### config.mk
export PLATFORM = sky130hd
export DESIGN_NAME = scramble_field_scheduler
export DESIGN_NICKNAME = d
export VERILOG_FILES = /design/src/rtl/scramble_pkg.sv /design/src/rtl/bt656_edge_detect.sv /design/src/rtl/scramble_field_scheduler.sv
export SDC_FILE = /design/constraint.sdc
export NUM_CORES = 1
export LEC_CHECK = 0
export ABC_CLOCK_PERIOD_IN_PS = 3600
export CAP_MARGIN = 30
export CORE_UTILIZATION = 40
export DETAILED_ROUTE_END_ITERATION = 7
export GPL_TIMING_DRIVEN = 1
export PLACE_DENSITY = 0.67
export SLEW_MARGIN = 20
export SYNTH_ARGS = -nofsm -noshare
export SYNTH_HDL_FRONTEND = slang
export SYNTH_SLANG_ARGS = --single-unit
### constraint.sdc
create_clock -name clk -period 3.6 [get_ports clk]
set_input_delay 0.72 -clock clk [delete_from_list [all_inputs] [get_ports clk]]
set_output_delay 0.72 -clock clk [all_outputs]
set_load 0.01 [all_outputs]
### src/rtl/scramble_pkg.sv
// Shared types and default constants for the BT.656 scrambling control blocks.
package scramble_pkg;

    localparam int KEY_W_DEFAULT          = 32;
    localparam int FIELDS_PER_KEY_DEFAULT = 2;
    localparam int MAX_LINES_DEFAULT      = 244;

    // Field-level state of the scrambling scheduler.
    typedef enum logic [1:0] {
        UNLOCKED = 2'd0,  // no key committed since reset
        BLANK    = 2'd1,  // vertical blanking, waiting for the next field start
        ACTIVE   = 2'd2,  // scrambling active lines
        DONE     = 2'd3   // all scrambled lines of this field have been seen
    } state_t;

endpackage

### src/rtl/bt656_edge_detect.sv
// Registers the BT.656 H/V flags and produces one-cycle edge pulses.
// The first clock after reset only primes the history registers, so a
// flag that is already low out of reset never looks like a falling edge.
module bt656_edge_detect (
    input  logic clk,
    input  logic reset_n,
    input  logic h,
    input  logic v,
    output logic v_fall,
    output logic v_rise,
    output logic h_rise
);

    logic prev_h;
    logic prev_v;
    logic primed;

    // History registers plus a one-shot flag marking that the history is valid.
    always_ff @(posedge clk or negedge reset_n) begin
        if (!reset_n) begin
            prev_h <= 1'b0;
            prev_v <= 1'b0;
            primed <= 1'b0;
        end else begin
            // NOTE: non-blocking assignments keep every flop sampling the
            // pre-edge values, independent of statement order.
            prev_h <= h;
            prev_v <= v;
            primed <= 1'b1;
        end
    end

    assign v_fall = primed &  prev_v & ~v;
    assign v_rise = primed & ~prev_v &  v;
    assign h_rise = primed & ~prev_h &  h;

endmodule

### src/rtl/scramble_field_scheduler.sv
// Per-field key scheduler for the BT.656 scrambler: buffers one upcoming
// key, commits or re-loads the generator seed at every field start, gates
// the generator across the active lines and counts those lines.
module scramble_field_scheduler
    import scramble_pkg::*;
#(
    parameter int KEY_W          = KEY_W_DEFAULT,
    parameter int FIELDS_PER_KEY = FIELDS_PER_KEY_DEFAULT,
    parameter int MAX_LINES      = MAX_LINES_DEFAULT,
    parameter int LINE_W         = $clog2(MAX_LINES + 1)
) (
    input  logic              clk,
    input  logic              reset_n,
    input  logic              H,
    input  logic              V,
    input  logic [KEY_W-1:0]  key_data,
    input  logic              key_valid,
    output logic              key_ready,
    output logic [KEY_W-1:0]  seed,
    output logic              seed_load,
    output logic              gen_enable,
    output logic              scramble_en,
    output logic [LINE_W-1:0] line_idx,
    output logic              locked,
    output logic              key_underrun,
    input  logic              underrun_clr
);

    localparam int FCNT_W = (FIELDS_PER_KEY > 1) ? $clog2(FIELDS_PER_KEY) : 1;
    localparam logic [FCNT_W-1:0] LAST_FIELD = FCNT_W'(FIELDS_PER_KEY - 1);
    localparam logic [LINE_W-1:0] LAST_LINE  = LINE_W'(MAX_LINES - 1);

    state_t             state;
    state_t             state_next;

    logic [KEY_W-1:0]   shadow;
    logic               shadow_valid;
    logic [FCNT_W-1:0]  fcnt;

    logic               v_fall;
    logic               v_rise;
    logic               h_rise;

    logic               key_accept;
    logic               rekey_due;
    logic               do_commit;
    logic               do_underrun;
    logic               do_fcnt_inc;
    logic               do_load;
    logic               do_line_clr;
    logic               do_line_inc;

    bt656_edge_detect u_edge (
        .clk     (clk),
        .reset_n (reset_n),
        .h       (H),
        .v       (V),
        .v_fall  (v_fall),
        .v_rise  (v_rise),
        .h_rise  (h_rise)
    );

    assign key_ready  = ~shadow_valid;
    assign key_accept = key_valid & ~shadow_valid;
    assign rekey_due  = (fcnt == LAST_FIELD);

    // State register.
    always_ff @(posedge clk or negedge reset_n) begin
        if (!reset_n) begin
            state <= UNLOCKED;
        end else begin
            state <= state_next;
        end
    end

    // Next-state decode and per-cycle datapath strobes.
    always_comb begin
        // NOTE: every signal written here gets a default first, so no path
        // through the case can leave one unassigned and infer a latch.
        state_next  = state;
        do_commit   = 1'b0;
        do_underrun = 1'b0;
        do_fcnt_inc = 1'b0;
        do_load     = 1'b0;
        do_line_clr = 1'b0;
        do_line_inc = 1'b0;

        case (state)
            UNLOCKED: begin
                // Without a buffered key the field simply passes unscrambled.
                if (v_fall && shadow_valid) begin
                    do_commit   = 1'b1;
                    do_load     = 1'b1;
                    do_line_clr = 1'b1;
                    state_next  = ACTIVE;
                end
            end
            BLANK: begin
                if (v_fall) begin
                    do_load     = 1'b1;
                    do_line_clr = 1'b1;
                    state_next  = ACTIVE;
                    if (rekey_due) begin
                        // Empty shadow: re-seed with the old key and keep
                        // the counter at "due" so the next field retries.
                        if (shadow_valid) begin
                            do_commit = 1'b1;
                        end else begin
                            do_underrun = 1'b1;
                        end
                    end else begin
                        do_fcnt_inc = 1'b1;
                    end
                end
            end
            ACTIVE: begin
                if (v_rise) begin
                    state_next = BLANK;
                end else if (h_rise) begin
                    if (line_idx == LAST_LINE) begin
                        state_next = DONE;
                    end else begin
                        do_line_inc = 1'b1;
                    end
                end
            end
            DONE: begin
                if (v_rise) begin
                    state_next = BLANK;
                end
            end
            default: begin
                state_next = UNLOCKED;
            end
        endcase
    end

    // One-deep shadow buffer: filled on handshake, emptied on commit.
    always_ff @(posedge clk or negedge reset_n) begin
        if (!reset_n) begin
            // NOTE: the key storage is cleared on reset so no stale key from
            // before the reset can ever reach the generator.
            shadow       <= '0;
            shadow_valid <= 1'b0;
        end else if (do_commit) begin
            shadow_valid <= 1'b0;
        end else if (key_accept) begin
            shadow       <= key_data;
            shadow_valid <= 1'b1;
        end
    end

    // Fields elapsed under the current key.
    always_ff @(posedge clk or negedge reset_n) begin
        if (!reset_n) begin
            fcnt <= '0;
        end else if (do_commit) begin
            fcnt <= '0;
        end else if (do_fcnt_inc) begin
            fcnt <= fcnt + FCNT_W'(1);
        end
    end

    // Active seed and lock status.
    always_ff @(posedge clk or negedge reset_n) begin
        if (!reset_n) begin
            seed   <= '0;
            locked <= 1'b0;
        end else if (do_commit) begin
            seed   <= shadow;
            locked <= 1'b1;
        end
    end

    // Registered generator/scrambler controls.
    always_ff @(posedge clk or negedge reset_n) begin
        if (!reset_n) begin
            seed_load   <= 1'b0;
            gen_enable  <= 1'b0;
            scramble_en <= 1'b0;
        end else begin
            seed_load   <= do_load;
            gen_enable  <= (state_next == ACTIVE);
            scramble_en <= (state_next == ACTIVE);
        end
    end

    // Active-line index; it holds at the last line once DONE is reached.
    always_ff @(posedge clk or negedge reset_n) begin
        if (!reset_n) begin
            line_idx <= '0;
        end else if (do_line_clr) begin
            line_idx <= '0;
        end else if (do_line_inc) begin
            line_idx <= line_idx + LINE_W'(1);
        end
    end

    // Sticky underrun flag; a new underrun beats a simultaneous clear.
    always_ff @(posedge clk or negedge reset_n) begin
        if (!reset_n) begin
            key_underrun <= 1'b0;
        end else if (do_underrun) begin
            key_underrun <= 1'b1;
        end else if (underrun_clr) begin
            key_underrun <= 1'b0;
        end
    end

endmodule
==> summary.txt <==
Worst setup path
  – Slowest Stage Delay on Critical Path: 0.53 ns
  – Crit-path slowest cell: nand3_4
  – CP Cell Sequence: clkdlybuf4s50_1, and4bb_2, nand3_4, mux2_4
  – CP Max Fanout: 34
  – WP buf/inv: 1
  – Req. time, crit path: 3.84 ns
  – Top Family by Delay on Critical Path: simple AND/OR/NAND/NOR gates
  – CP Capture Type: register
  – Crit Path Category: in -> reg
  – CP arrival: ~2.6 ns
  – Worst setup SP type: primary input

GRT
  – Initial antenna violation count: 0
  – Total global routing overflow: 0
  – First-pass GRT wire length: just over 10 mm
  – Vias in the first global route: a little over 2000
  – Overall routing resource usage: roughly 15%
  – Largest net degree at the start of global routing: 48

Floorplan
  – Die width: 94.0 um
  – Die area: between 8000 and 9000 um^2
  – CORE AREA: approximately 8200 um^2
  – Io pins: 84
  – Initial Util: approximately two fifths
  – Die height: 94.0 um
  – Number of cell rows: 33

STA
  – Final Skew: 0.00603 ns
  – Period utilization: around two thirds
  – Slew HR: a little under three fifths
  – Slew Limit Fails: 0
  – Final hold viol count: 0
  – Fmax: around 420 MHz
  – Slew @ Worst Pin: 0.675 ns
  – Min cycle time layout: 2.39 ns
  – RSZ-0062 raised after global routing: false
  – Final setup fails: 0
  – Setup_tns: 0 ns

Final layout
  – Antenna cells: 0
  – Area grow syn2layout: 34.5%
  – # nets final: 340
  – Share of post-route cells with drive strength above 1: between 20% and 30%
  – Most common cell after layout, fill and taps aside: dfrtp_1
  – Most frequent cells in the layout: dfrtp_1 (83), clkdlybuf4s50_1 (82), mux2_2 (34)
  – Fin util: 55.4%
  – Post-route cell area: about 4600 um^2

Power
  – Pwr dens: 764 nW/um^2
  – Logic gate share of total power: 32.4%
  – Seq pwr share: between 40 and 50%
  – Internal power: 0.00257 W
  – Sw frac: 26.2%
  – Clock share of power: 22.8%
  – Peak VDD IR: between 300 and 400 uV
  – Switching Power: 0.000910 W
  – Pleak: 2.00 nW

Clock tree
  – Num CTS Buffers: 9
  – Post_cts resized: 0
  – Root buffer cell: clkbuf_8
  – Post-CTS setup buffers: 0
  – Cts hold-fix bufs: 0
  – CTS H-tree depth: 3
  – Clk slew on worst S/H paths: 0.08 ns
  – Clock Latency Late Sink: 0.35 ns
  – CTS tree: done
  – Clock tree buffer depth: 2
  – Clk sinks: 83

Routing
  – Total number of vias: approximately 2000
  – Wire per inst: 15.0 um
  – DRT Pass-1 Iters: 4
  – Number of remaining DRC errors: 0
  – DRC marker count from the first detailed-route iteration: 27
  – Drt total wl: between 6 and 7 mm
  – Post-route ant nets: 0
  – Vias per inst: 4.81

Synthesis
  – Synth Net Count: between 200 and 300
  – Main area contributors after synthesis: dfrtp_1 (61%), mux2_4 (12%), mux2_2 (11%)
  – Ys Warns: 0
  – Sequential area share after synthesis: 61.4%
  – Mapped Cells: 215
  – Post-synth EDFFs: 0
  – Leading area contributor after synthesis: dfrtp_1
  – Top cell type's share of synthesized area: 61.4%
  – Cell area after synthesis: between 3000 and 4000 um^2
  – Synth Area per Inst: 15.7 um^2
  – Post-synth ARST share: 100%
  – Most used flip-flop cell after synthesis: dfrtp_1
  – Number of distinct library cells after synthesis: 36
  – Synthesized flop and latch total: between 80 and 90

Placement
  – PortBufs: 83
  – Dpl hpwl: 4.22 mm
  – Routability Congestion: approximately 0.74
  – Cell Area, Placed: 4310 um^2

Job
  – Max_cap viols: 0

Worst hold path
  – HP Class: in -> async

Status
  – Status: complete, no violations
path summary, 6_finish.rpt:
check	from	to	slack (ns)	cells after the start
max in group asynchronous	reset_n	seed[31]$_DFFE_PN0P_	2.60	2
min reg2reg	shadow[5]$_DFFE_PN0P_	shadow[5]$_DFFE_PN0P_	0.49	1
min	reset_n	shadow[5]$_DFFE_PN0P_	0.38	1
min in group clk	shadow[5]$_DFFE_PN0P_	shadow[5]$_DFFE_PN0P_	0.49	1
max reg2reg	state[1]$_DFF_PN0_	seed[20]$_DFFE_PN0P_	1.63	3
max	V	seed[20]$_DFFE_PN0P_	1.21	4
through the flow:
stage | power (W) | worst slack, ns | hold slack, ns | cells
floorplan | 0.00214 | 1.81 | 0.424 | 215
global placement | 0.00267 | 0.872 | 0.455 | 394
detailed placement | 0.00272 | 0.821 | 0.476 | 395
CTS | 0.00353 | 1.21 | 0.390 | 411
global route | 0.00369 | 1.15 | 0.410 | 411
finish | 0.00348 | 1.21 | 0.375 | 411
power by group through the flow:
stage          Clock, W  Combinational [W]  Sequential (W)
6_report       0.000793            0.00113         0.00156
5_1_grt        0.000854            0.00122         0.00162
4_1_cts        0.000818            0.00114         0.00157
3_5_place_dp          0            0.00114         0.00158
3_3_place_gp          0            0.00111         0.00156
2_1_floorplan         0           0.000523         0.00162
state kept, by name, indices dropped and copies added, names as in the netlist:
register	cells
state	2
u_edge.primed	1
locked	1
u_edge.prev_h	1
shadow_valid	1
key_underrun	1
shadow	32
line_idx	8
u_edge.prev_v	1
fcnt	1
scramble_en	1
seed	32
seed_load	1
synthesized netlist by cell type, drive strengths merged, types with 3 or more instances:
master / n
mux2: 64
nand2b: 4
a21oi: 4
nand4: 4
nor2: 5
nor4: 3
inv: 4
xnor2: 4
nor2b: 4
buf: 8
a31o: 3
dfrtp: 83
routing by layer:
metal / vias up / part of all wire, % / track usage, %
li1: 932 / - / -
met1: 977 / 45 / 19.8
met2: 61 / 46 / 22.8
met3: 7 / 7.4 / 6.55
met4: 0 / 1.3 / 6.15
met5: - / 0 / 0
final cells by class:
| cell class | instances | area [um^2] |
|---|---|---|
| clock inverters | 6 | 114 |
| well taps | 105 | 131 |
| multi-input cells | 118 | 1230 |
| flip-flops and latches | 83 | 2080 |
| inverters | 4 | 15.0 |
| repair buffers | 85 | 856 |
| clock buffers | 10 | 128 |
| fillers | 677 | 3660 |
cells by family after synthesis:
kind of cell | Yosys count | synth area share [%]
DFF | 83 | 61.4
muxes | 65 | 24.7
and+or+nand+nor | 32 | 6.80
AOI/OAI and AO/OA | 15 | 3.14
buffers and inverters | 14 | 2.48
xor gates and xnor gates | 4 | 1.04
adders and majority gates | 1 | 0.370
other | 1 | 0.111
worst register-to-register path, delay by kind of cell, from the launching register on:
family / cells / cell delay (ns)
and+or+nand+nor: 2 / 0.92
muxes: 1 / 0.52
DFF: 1 / 0.42
(Power assumes the default switching activity.)
